[config.mk]
export PLATFORM = sky130hd
export DESIGN_NAME = mux_n_pipe
export DESIGN_NICKNAME = d
export VERILOG_FILES = /design/src/rtl/mux_n_pipe.sv
export SDC_FILE = /design/constraint.sdc
export NUM_CORES = 1
export LEC_CHECK = 0
export CORE_MARGIN = 1.5
export CORE_UTILIZATION = 25
export CTS_CLUSTER_DIAMETER = 150
export DETAILED_ROUTE_END_ITERATION = 10
export GPL_ROUTABILITY_DRIVEN = 0
export PLACE_DENSITY = 0.59
export SYNTH_ARGS = -nofsm -noshare
export SYNTH_HDL_FRONTEND = slang
export SYNTH_SLANG_ARGS = --single-unit
export TNS_END_PERCENT = 1
[constraint.sdc]
create_clock -name clk -period 1.1 [get_ports clk]
set_input_delay 0.22 -clock clk [delete_from_list [all_inputs] [get_ports clk]]
set_output_delay 0.22 -clock clk [all_outputs]
set_load 0.02 [all_outputs]
[src/rtl/mux_n_pipe.sv]
// rtl/mux_n_pipe.sv - N-input WIDTH-bit selector feeding a DEPTH-stage valid/ready pipeline.
// Out-of-range selects yield DEFAULT_VAL, flagged per beat and in a sticky bit.
module mux_n_pipe #(
  parameter int               WIDTH       = 16,
  parameter int               N_IN        = 5,
  parameter int               SEL_W       = 3,
  parameter int               DEPTH       = 1,
  parameter logic [WIDTH-1:0] DEFAULT_VAL = '0
) (
  input  logic                  clk,
  input  logic                  rst,
  input  logic [N_IN*WIDTH-1:0] in_bus,
  input  logic [SEL_W-1:0]      sel,
  input  logic                  in_valid,
  output logic                  in_ready,
  output logic [WIDTH-1:0]      out_data,
  output logic                  out_valid,
  input  logic                  out_ready,
  output logic                  sel_err,
  output logic                  err_sticky,
  input  logic                  clr_err
);

  logic             vld    [DEPTH];
  logic [WIDTH-1:0] dat    [DEPTH];
  logic             err    [DEPTH];
  logic             rdy    [DEPTH+1];
  logic             up_vld [DEPTH];
  logic [WIDTH-1:0] up_dat [DEPTH];
  logic             up_err [DEPTH];

  logic [WIDTH-1:0] mux_data;
  logic             mux_err;

  // Unused select codes fall through to DEFAULT_VAL rather than indexing past the bus.
  always_comb begin
    mux_data = DEFAULT_VAL;
    mux_err  = 1'b1;
    for (int i = 0; i < N_IN; i++) begin
      if (sel == SEL_W'(i)) begin
        mux_data = in_bus[i*WIDTH +: WIDTH];
        mux_err  = 1'b0;
      end
    end
  end

  assign rdy[DEPTH] = out_ready;
  assign up_vld[0]  = in_valid;
  assign up_dat[0]  = mux_data;
  assign up_err[0]  = mux_err;

  genvar k;
  generate
    for (k = 0; k < DEPTH; k++) begin : g_rdy
      assign rdy[k] = !vld[k] || rdy[k+1];
    end
    for (k = 1; k < DEPTH; k++) begin : g_up
      assign up_vld[k] = vld[k-1];
      assign up_dat[k] = dat[k-1];
      assign up_err[k] = err[k-1];
    end
  endgenerate

  // Payload only moves with a valid upstream beat; bubbles just clear the valid bit.
  always_ff @(posedge clk or posedge rst) begin
    if (rst) begin
      for (int s = 0; s < DEPTH; s++) begin
        vld[s] <= 1'b0;
        dat[s] <= '0;
        err[s] <= 1'b0;
      end
    end else begin
      for (int s = 0; s < DEPTH; s++) begin
        if (rdy[s]) begin
          vld[s] <= up_vld[s];
          if (up_vld[s]) begin
            dat[s] <= up_dat[s];
            err[s] <= up_err[s];
          end
        end
      end
    end
  end

  // A bad beat accepted in the same cycle as clr_err keeps the flag set.
  always_ff @(posedge clk or posedge rst) begin
    if (rst)
      err_sticky <= 1'b0;
    else if (in_valid && rdy[0] && mux_err)
      err_sticky <= 1'b1;
    else if (clr_err)
      err_sticky <= 1'b0;
  end

  assign in_ready  = rdy[0];
  assign out_valid = vld[DEPTH-1];
  assign out_data  = dat[DEPTH-1];
  assign sel_err   = err[DEPTH-1];

endmodule
# Word level (Yosys, flattened, before mapping)
# Cells that the tools add are included.
# totals
reg_bits	19
out_inout_bits	20
inputBits	88
word_cells	27
# classes
muxes	12
reduce_logical	7
n_eq_ne	4
# ops
cell	n
2-to-1 mux 16 bit	5
2-to-1 mux 1 bit	7
== test 3 x 2 -> 1 bit (second input constant)	2
== test 3 x 1 -> 1 bit (second input constant)	1
== test 3 bit (second input constant)	1
logical NOT 3 bit	1
logical AND 1 bit	2
AND reduction 2 bit	1
nonzero test 2 bit	1
logical NOT 1 bit	1
logical OR 1 bit	1

# Logic depth before layout (Yosys ltp)
# depth
ltp_word	8
depth_mapped	6
mapped_depth_nobuf	3

# Least setup slack after synthesis
# OpenSTA, ideal clock, no wires.
# synth_timing
kind	register -> register
from	register vld (netlist: out_valid)
to	register dat (netlist bit out_data[10])
synth_period_minus_slack_ps	1369
stages_incl_launch_ff	6
arrival_ps	1291
required_time_ps	1022
path_buffers	2
setup_slack_ps	-269
setup_ps	78
path_cell_list	dfrtp_1 -> nand2b_1 -> buf_2 -> buf_2 -> o211ai_2 -> o2bb2ai_1
# synth_between
elab_chain_len	3
# synth_rtl
item	line	rtl
from (decl)	24	logic vld [DEPTH];
from (signal, indexed assignment)	75	vld[s] <= up_vld[s];
logical NOT 1 bit	55	assign rdy[k] = !vld[k] || rdy[k+1];
logical OR 1 bit	55	
named net in_ready	15	output logic in_ready,
AND reduction 2 bit (no source line)	--	
to (signal, indexed assignment)	77	dat[s] <= up_dat[s];
to (decl)	25	logic [WIDTH-1:0] dat [DEPTH];
# The timed path passes the listed nets, and every way through them passes these cells.
# A chain may end at the register's enable or synchronous reset.

# Final worst setup path
# layout_timing
from	input port sel[0]
to	register dat (netlist bit out_data[13])
# layout_between
elab_chain_len	6
elab_cells_between_ends	10
cone_classes	4 x eq/ne; 5 x mux; 1 x reduce/logical
# layout_rtl
item	line	rtl
from (decl)	13	input logic [SEL_W-1:0] sel,
logical NOT 3 bit	40	if (sel == SEL_W'(i)) begin
2-to-1 mux 16 bit (4 in a row)	40	
2-to-1 mux 16 bit *	40	
# Mark *: on every way between the ends. The rest lies on a longest branch, timed or not.

==> summary.md <==
| Metric | Value |
|---|---|
| Status | `complete, but fails checks` |
| Failing checks | `negative setup slack` |
| CP max stage cell | `a221oi_4` |
| CTS clock-pin slew for the worst setup and hold paths | `0.07 ns` |
| CP arrival | `1.32 ns` |
| DRT iter0 DRCs | `29` |
| CP Max Fanout | `7` |
| Critical path class | `in -> reg` |
| Top-count cell post-synth | `dfrtp_1` |
| Die area | `0.00698 sq mm` |
| Max-slew violation count | `0` |
| Total routed wirelength | `6140 um` |
| Synth top area cells | `dfrtp_1 (29%), mux2_2 (9.0%), o2bb2ai_1 (8.6%)` |
| Total power | `2.64 mW` |
| Die span in x | `83.5 um` |
| CTS Buffer Depth | `2` |
| Vias per inst | `4.80` |
| Placed cell areas | `0.00290 sq mm` |
| Pwr Density | `803 mW/mm^2` |
| Clock root cell | `clkbuf_8` |
| Cell family with most CP delay | `compound AO/OA/AOI/OAI gates` |
| Minimum clock period | `1.19 ns` |
| Final WS setup | `-0.0857 ns` |
| Fmax | `843 MHz` |
| Area Growth Syn to Fin | `103%` |
| Wire length per cell | `17.6 um` |
| Fin nets | `361` |
| Share of layout cells above drive strength 1 | `0.500` |
| Post-synth ARST share | `1.00` |
| Clk sinks | `19` |
| Buffers & Inverters on Critical Path | `3` |
| RSZ-0062 raised after global routing | `true` |
| Cell mode on critical path | `buf_12` |
| # DRC | `0` |
| Top cell type by total area after synthesis | `dfrtp_1` |
| Post-Syn Area | `0.00162 sq mm` |
| Gr usage total | `0.175` |
| First drt pass iteration count | `4` |
| Worst skew pair latency | `0.25 ns` |
| Crit path cell chain | `buf_12 > buf_12 > buf_8 > mux2_4 > a221oi_4 > o2bb2ai_2` |
| Diode count | `0` |
| Top cells by count, synth | `dfrtp_1 (19), o2bb2ai_1 (16), or2_2 (16)` |
| CTS tree | `built` |
| Syn Inst Count | `144` |
| Yosys top cell area share | `0.293` |
| Leakage | `1.37 nW` |
| Slew HR | `0.748` |
| First-pass GRT wire length | `9780 um` |
| Post-Syn Nets | `232` |
| Syn avg cell area | `11.3 sq um` |
| Worst Skew | `0.00172 ns` |
| Vias | `1674` |
| Vias in the first global route | `1841` |
| H-tree depth | `1` |
| Post-synthesis sequential area ratio | `0.293` |
| Port buffer count | `107` |
| Netlist cell types | `26` |
| Final instance area | `0.00328 sq mm` |
| Setup crit start kind | `input port` |
| Final Hold Fails | `0` |
| DP Wirelength | `4410 um` |
| Most used flip-flop cell after synthesis | `dfrtp_1` |
| Die height | `83.5 um` |
| Grt total ovfl | `0` |
| Row Count | `29` |
| Core area | `0.00631 sq mm` |
| Biggest cell delay along the critical path | `0.32 ns` |
| Final setup fails | `19` |
| Initial antenna violation count | `0` |
| CTS Buf Count | `3` |
| Hold crit path type | `in -> async` |
| Largest net degree at the start of global routing | `20` |
| Initial Util | `0.257` |
| Post-synth EDFFs | `0` |
| Io pins | `108` |
| Syn. warnings | `0` |
| Worst Tran Pin Value | `0.373 ns` |
| Crit path capture type | `flop` |
| Maximum vdd drop | `0.548 mV` |
| Post-route ant nets | `0` |
| Max Cap Viol | `0` |
| CP required | `1.24 ns` |
| Final period util | `1.08` |
| Flops & latches, synth | `19` |
[registers in the layout (all words and copies together) (netlist names)]
name        flops
out_data       16
err_sticky      1
out_valid       1
sel_err         1
[metal layers]
metal,global-route usage,vias up,part of all wire
met5,0,-,0
met2,0.307,45,0.49
met3,0.0326,2,0.050
met1,0.230,786,0.45
li1,-,841,-
met4,0.0238,0,0.0029
[path summary, 6_finish.rpt]
path | start | to | slack (ns) | cells past startpoint
min in group clk | in_bus[61] | out_data[13]$_DFFE_PP0P_ | 0.45 | 4
worst min-delay path | rst | out_data[3]$_DFFE_PP0P_ | 0.28 | 3
worst max-delay path | sel[0] | out_data[13]$_DFFE_PP0P_ | -0.09 | 6
worst min register to register | out_data[11]$_DFFE_PP0P_ | out_data[11]$_DFFE_PP0P_ | 0.49 | 1
max in group asynchronous | rst | out_data[4]$_DFFE_PP0P_ | 0.70 | 3
worst max register to register | out_valid$_DFFE_PP0N_ | out_data[3]$_DFFE_PP0P_ | -0.01 | 5
[power breakdown]
| group | internal (mW) | switching [mW] | total (mW) |
|---|---|---|---|
| Combinational | 0.760 | 0.542 | 1.30 |
| Sequential | 0.794 | 0.0590 | 0.853 |
| Clock | 0.257 | 0.224 | 0.481 |
[kinds of logic (layout without fill, tap and decap cells)]
kind of cell           count (synthesis)  count (layout)  share of synthesized area
AOI/OAI and AO/OA                     50              50                      0.314
and+or+nand+nor                       39              39                      0.194
buffers and inverters                 20             148                     0.0810
muxes                                 16              16                      0.118
DFF                                   19              19                      0.293
[layout by cell type, fill, tap and decap left out, drive strengths merged]
cell	n
or2	16
nand4b	1
buf	58
o21ai	1
o2bb2ai	16
nand2	1
nand2b	2
clkdlybuf4s50	75
dlymetal6s2s	4
nor4bb	13
and4bb	3
nor2	1
mux2	16
or3b	1
a221oi	16
dfrtp	19
dlygate4sd2	5
nor2b	1
inv	2
a21bo	1
clkbuf	4
o211ai	16
[worst register-to-register path, delay by kind of cell, from the launching register on]
family	cells	cell delay (ns)
flops	1	0.41
compound gates	2	0.25
buf+inv	2	0.27
simple gates	1	0.10
[stage by stage]
stage / instances / hold slack [ns] / TNS, ns / worst slack (ns) / util
floorplan: 144 / 0.171 / -2.39 / -0.170 / -
global placement: 334 / 0.473 / -15.66 / -0.928 / 0.459
detailed placement: 334 / 0.477 / -15.64 / -0.954 / 0.459
CTS: 346 / 0.278 / -1.00 / -0.0857 / 0.499
global route: 349 / 0.290 / -1.42 / -0.118 / 0.520
finish: 349 / 0.276 / -0.656 / -0.0857 / 0.520
[final cells by class]
type | count | area (sq um)
well taps | 77 | 96.3
flip-flops and latches | 19 | 475
clock buffers | 4 | 45.0
repair buffers | 142 | 1430
inverters | 2 | 7.51
multi-input cells | 105 | 1230
fillers | 581 | 3030
[timing repair]
item / CTS / global route
endpoints found under the setup margin: 38 / 19
setup buffers: 4 / 3
pin swaps: 21 / 15
gates cloned: 4 / 0
gates resized for setup: 143 / 20
hold buffers: 0 / 0
(Power assumes the default switching activity.)
